**config.mk**
```make
export PLATFORM = sky130hd
export DESIGN_NAME = lsu_axi_master
export DESIGN_NICKNAME = d
export VERILOG_FILES = /design/src/rtl/lsu_axi_master.sv
export SDC_FILE = /design/constraint.sdc
export NUM_CORES = 1
export LEC_CHECK = 0
export ABC_AREA = 0
export BUFFER_PORTS_ARGS = -buffer_cell sky130_fd_sc_hd__buf_4
export CORE_AREA = 5 5 134 98
export DETAILED_ROUTE_END_ITERATION = 16
export DIE_AREA = 0 0 139 103
export GPL_ROUTABILITY_DRIVEN = 0
export PLACE_DENSITY = 0.82
export SLEW_MARGIN = 20
export SYNTH_ARGS = -nofsm -noshare
export SYNTH_HDL_FRONTEND = slang
export SYNTH_SLANG_ARGS = --single-unit
```
**constraint.sdc**
```tcl
create_clock -name clk -period 4.33 [get_ports clk]
set_input_delay 0.866 -clock clk [delete_from_list [all_inputs] [get_ports clk]]
set_output_delay 0.866 -clock clk [all_outputs]
set_load 0.1 [all_outputs]
```
**src/rtl/lsu_axi_master.sv**
```systemverilog
// AXI4-Lite master for the load/store unit: one load (AR/R) or store (AW/W/B) at a time,
// with byte-lane placement of store data and extension of load data.
module lsu_axi_master #(
  parameter int ADDR_W = 32,
  parameter int DATA_W = 32
) (
  input  logic              clk,
  input  logic              rst,
  input  logic              req_valid,
  output logic              req_ready,
  input  logic [ADDR_W-1:0] req_addr,
  input  logic              req_wen,
  input  logic [DATA_W-1:0] req_wdata,
  input  logic [1:0]        req_size,
  input  logic              req_signed,
  output logic              resp_valid,
  input  logic              resp_ready,
  output logic [DATA_W-1:0] resp_rdata,
  output logic [ADDR_W-1:0] maxi_araddr,
  output logic              maxi_arvalid,
  input  logic              maxi_arready,
  input  logic [DATA_W-1:0] maxi_rdata,
  input  logic              maxi_rvalid,
  output logic              maxi_rready,
  output logic [ADDR_W-1:0] maxi_awaddr,
  output logic              maxi_awvalid,
  input  logic              maxi_awready,
  output logic [DATA_W-1:0] maxi_wdata,
  output logic [DATA_W/8-1:0] maxi_wstrb,
  output logic              maxi_wvalid,
  input  logic              maxi_wready,
  input  logic              maxi_bvalid,
  output logic              maxi_bready
);

  typedef enum logic [2:0] {IDLE, AR, R, AW_W, B, RESP} state_t;

  state_t              r_state, w_next;
  logic                r_req_ready, r_aw_done, r_w_done, r_signed;
  logic [1:0]          r_size, r_lane;
  logic                w_accept, w_aw_hs, w_w_hs;
  logic [3:0]          w_strb;
  logic [DATA_W-1:0]   w_wdat, w_ld;
  logic [7:0]          w_b;
  logic [15:0]         w_h;

  assign w_accept     = (r_state == IDLE) && r_req_ready && req_valid;
  assign req_ready    = r_req_ready;
  assign maxi_arvalid = (r_state == AR);
  assign maxi_rready  = (r_state == R);
  assign maxi_awvalid = (r_state == AW_W) && !r_aw_done;
  assign maxi_wvalid  = (r_state == AW_W) && !r_w_done;
  assign maxi_bready  = (r_state == B);
  assign resp_valid   = (r_state == RESP);
  assign w_aw_hs      = maxi_awvalid && maxi_awready;
  assign w_w_hs       = maxi_wvalid && maxi_wready;

  always_ff @(posedge clk) begin
    if (rst) r_state <= IDLE;
    else     r_state <= w_next;
  end

  always_comb begin
    w_next = r_state;
    case (r_state)
      IDLE: if (w_accept) w_next = req_wen ? AW_W : AR;
      AR:   if (maxi_arready) w_next = R;
      R:    if (maxi_rvalid) w_next = RESP;
      AW_W: if ((r_aw_done || w_aw_hs) && (r_w_done || w_w_hs)) w_next = B;
      B:    if (maxi_bvalid) w_next = RESP;
      RESP: if (resp_ready) w_next = IDLE;
      default: w_next = IDLE;
    endcase
  end

  // Store lane placement is resolved at accept time so W carries registered values.
  always_comb begin
    w_strb = 4'b1111;
    w_wdat = req_wdata;
    case (req_size)
      2'd0: begin
        w_strb = 4'b0001 << req_addr[1:0];
        w_wdat = {4{req_wdata[7:0]}};
      end
      2'd1: begin
        w_strb = 4'b0011 << {req_addr[1], 1'b0};
        w_wdat = {2{req_wdata[15:0]}};
      end
      default: ;
    endcase
  end

  assign w_b = maxi_rdata[{r_lane, 3'b000} +: 8];
  assign w_h = maxi_rdata[{r_lane[1], 4'b0000} +: 16];

  always_comb begin
    w_ld = maxi_rdata;
    case (r_size)
      2'd0:    w_ld = {{24{r_signed & w_b[7]}}, w_b};
      2'd1:    w_ld = {{16{r_signed & w_h[15]}}, w_h};
      default: ;
    endcase
  end

  always_ff @(posedge clk) begin
    if (rst) begin
      r_req_ready <= 1'b0;
      r_aw_done   <= 1'b0;
      r_w_done    <= 1'b0;
      r_signed    <= 1'b0;
      r_size      <= 2'd0;
      r_lane      <= 2'd0;
      maxi_araddr <= '0;
      maxi_awaddr <= '0;
      maxi_wdata  <= '0;
      maxi_wstrb  <= '0;
      resp_rdata  <= '0;
    end else begin
      r_req_ready <= (w_next == IDLE);
      if (w_accept) begin
        r_size     <= req_size;
        r_lane     <= req_addr[1:0];
        r_signed   <= req_signed;
        r_aw_done  <= 1'b0;
        r_w_done   <= 1'b0;
        resp_rdata <= '0;
        if (req_wen) begin
          maxi_awaddr <= req_addr;
          maxi_wdata  <= w_wdat;
          maxi_wstrb  <= w_strb;
        end else begin
          maxi_araddr <= req_addr;
        end
      end
      if (w_aw_hs) r_aw_done <= 1'b1;
      if (w_w_hs)  r_w_done  <= 1'b1;
      if (r_state == R && maxi_rvalid) resp_rdata <= w_ld;
      if (r_state == B && maxi_bvalid) resp_rdata <= '0;
    end
  end

endmodule

```
==> out/qor.yml <==
status: "finished, final reports clean"
timing.final.crit_share_pct: 64.8
clk_pin_slew_ns: 0.06
multiInputGateArea_um2: 2700
io_pins: 248
path_class: "flip-flop to primary output"
grt_pass1_wl_um: 28700
design.final.nets: 1052
post-route-util_pct: 69.9
startpoint_type: "flip-flop"
avgSynthCellArea_um2: 8.04
ys_warn_count: 0
grt_overflow: 0
cts_root_buf: "clkbuf_16"
fin_tns_setup_ns: 0
layout-drive-gt1-share_pct: 30.9
initial_utilization_pct: 48.9
crit_required_ns: 3.46
drc: 0
ys_seq_area_share_pct: 49.1
worst_slew_pin_slew_ns: 1.06
routedWlPerCell_um: 16.6
yosys_register_bits: 143
dp_hpwl_um: 13300
postCtsHoldBufs: 0
p_leak_uw: 0.00354
endpoint: "maxi_bready"
postCtsSetupBuffers: 0
first_pass_iters: 5
crit_path_max_fanout: 12
arrival_ns: 1.94
wirelength_um: 18600
seq_power_share_pct: 33.9
finalCriticalPeriod_ns: 2.81
clockBufferDepth: 2
r2r_cells: 6
cts_tree: "yes"
placeableCoreArea_um2: 11900
row_count: 34
synthesis.nets: 834
max_freq_mhz: 356
r2r_end: "maxi_wdata[12]"
rsz0062_at_grt: "false"
place_inst: 1086
drv_cap: 0
r2r_start: "r_state[1]"
relSlewSlack_pct: 29.2
comb_power_share_pct: 31.3
p_sw_uw: 1710
dieArea_um2: 14300
antenna_cells: 0
cts.sinks: 143
stdcell_count: 1117
antenna_found_initial: 0
r2r_setup_slack_ns: 1.80
syn_inst: 725
htreeDepth: 4
fillCellCount: 1035
area_growth_pct: 42.9
drt_iter0_drc: 405
regArea_um2: 2860
min-delay-path-class: "flip-flop to flip-flop"
via_count: 5952
crit_start: "r_state[2]"
final_hold_viol_count: 0
via_per_inst: 5.33
grt_max_degree: 88
port_buffers: 247
setup_viol_count_final: 0
cts_made_buffers: 17
end_kind: "primary output"
power_density_nw_per_um2: 531
fp.dieW_um: 139
syn_area_um2: 5830
netlist-cell-type-count: 43
grt_usage_pct: 24.9
ctsResizeCount: 0
maxSlewViolCount: 0
worst_clock_skew_ns: 0.00845
die_h_um: 103
sw_frac_of_total_pct: 38.6
p_int_uw: 2720
grt_pass1_vias: 5498
worstSkewPairLatency_ns: 0.41
ir_worst_vdd_uv: 307
ant_nets: 0
p_clk_share_pct: 34.7
[through the flow]
| stage | total power, uW | setup WS, ns | hold slack (ns) | area [um^2] |
|---|---|---|---|---|
| after floorplan | 2570 | 0.536 | 0.496 | 5830 |
| after global placement | 2900 | 1.52 | 0.437 | 7710 |
| after detailed placement | 2910 | 1.37 | 0.443 | 7710 |
| after CTS | 4440 | 1.52 | 0.456 | 8330 |
| after global routing | 4590 | 1.40 | 0.470 | 8330 |
| final | 4430 | 1.52 | 0.450 | 8330 |
[cell families (layout without fill, tap and decap cells)]
logic type	count (synthesis)	count (layout)	synth area share, %
mux	25	25	4.51
compound gates	206	206	21.1
simple gates	285	285	20.3
flops	143	143	49.1
buf+inv	66	296	4.94
[layer usage]
| metal | global-route usage (%) | routed length [um] | vias to the layer above | share of wire [%] |
|---|---|---|---|---|
| li1 | - | - | 2913 | - |
| met1 | 31.4 | 7740 | 2771 | 42 |
| met2 | 40.4 | 8820 | 249 | 47 |
| met3 | 9.50 | 1740 | 19 | 9.4 |
| met4 | 7.29 | 291 | 0 | 1.6 |
| met5 | 0 | 0 | - | 0 |
[cell usage after synthesis]
library cell / count / area share (%)
nand2_1: 212 / 14
dfxtp_1: 143 / 49
a21oi_1: 104 / 8.9
nor2_1: 43 / 2.8
clkbuf_1: 37 / 2.4
o21ai_0: 35 / 3.0
mux2i_1: 24 / 4.1
buf_2: 11 / 0.94
a211oi_1: 10 / 1.3
a311oi_1: 10 / 1.5
inv_1: 10 / 0.64
o211ai_1: 9 / 1.2
o22ai_1: 8 / 0.86
o31ai_1: 8 / 1.0
a21o_1: 7 / 0.90
a221oi_1: 7 / 1.1
nor2b_1: 6 / 0.64
buf_4: 5 / 0.64
nand2b_1: 4 / 0.43
nor3_1: 3 / 0.26
nor3b_1: 3 / 0.39
a31oi_1: 2 / 0.21
and2_1: 2 / 0.21
nand3_1: 2 / 0.17
or3b_2: 2 / 0.30
a211o_1: 1 / 0.15
a211oi_2: 1 / 0.21
a21boi_0: 1 / 0.13
a31oi_4: 1 / 0.36
and3b_1: 1 / 0.15
buf_1: 1 / 0.064
buf_6: 1 / 0.19
clkinv_1: 1 / 0.064
mux4_2: 1 / 0.39
nand3b_1: 1 / 0.13
nand3b_4: 1 / 0.34
nor3_4: 1 / 0.28
nor4_1: 1 / 0.11
nor4_2: 1 / 0.21
nor4bb_1: 1 / 0.17
o21bai_1: 1 / 0.13
o32a_1: 1 / 0.17
or2_2: 1 / 0.11
[state kept, by name, summed over array words and instances (netlist names)]
signal	cells
req_ready	1
r_w_done	1
r_size	2
maxi_awaddr	32
r_signed	1
r_lane	2
r_aw_done	1
maxi_wdata	32
maxi_araddr	32
r_state	3
resp_rdata	32
maxi_wstrb	4
[cells in the final DEF, fill, tap and decap left out, types with 6 or more instances in the layout]
cell,n
buf_4,254
nand2_1,211
dfxtp_1,143
a21oi_1,104
nor2_1,43
o21ai_0,35
mux2i_1,24
clkbuf_16,17
a211oi_1,10
a311oi_1,10
inv_1,10
o211ai_1,9
o22ai_1,8
o31ai_1,8
a221oi_1,7
a21o_1,7
nor2b_1,6
[how the worst min path moves through the flow]
stage	start	to	cells past startpoint
after floorplan	r_aw_done	r_aw_done	2
after global placement	resp_rdata[8]	resp_rdata[8]	1
after detailed placement	resp_rdata[6]	resp_rdata[6]	2
after CTS	maxi_araddr[23]	maxi_araddr[23]	2
after global routing	maxi_awaddr[12]	maxi_awaddr[12]	2
final	resp_rdata[6]	resp_rdata[6]	2
[power groups by stage]
stage	Sequential, uW	Combinational, uW	Clock, uW
after floorplan	2140	431	0
after global placement	1530	1370	0
after detailed placement	1530	1380	0
after CTS	1500	1390	1550
after global routing	1520	1450	1620
final	1500	1390	1540
[worst max-delay path: stages, from the launching register on]
cell and delay [ns]:
dfxtp_1 0.61, nor3b_1 0.52, buf_4 0.40
[area by class of cell]
| class | count | area share, % |
|---|---|---|
| Sequential cell | 143 | 34.4 |
| Multi-Input combinational cell | 516 | 32.4 |
| Timing Repair Buffer | 254 | 22.9 |
| Clock buffer | 18 | 5.15 |
| Tap cell | 162 | 2.43 |
| Clock inverter | 13 | 2.27 |
| Inverter | 11 | 0.496 |
Note: power is estimated with default switching activity, not from simulation.
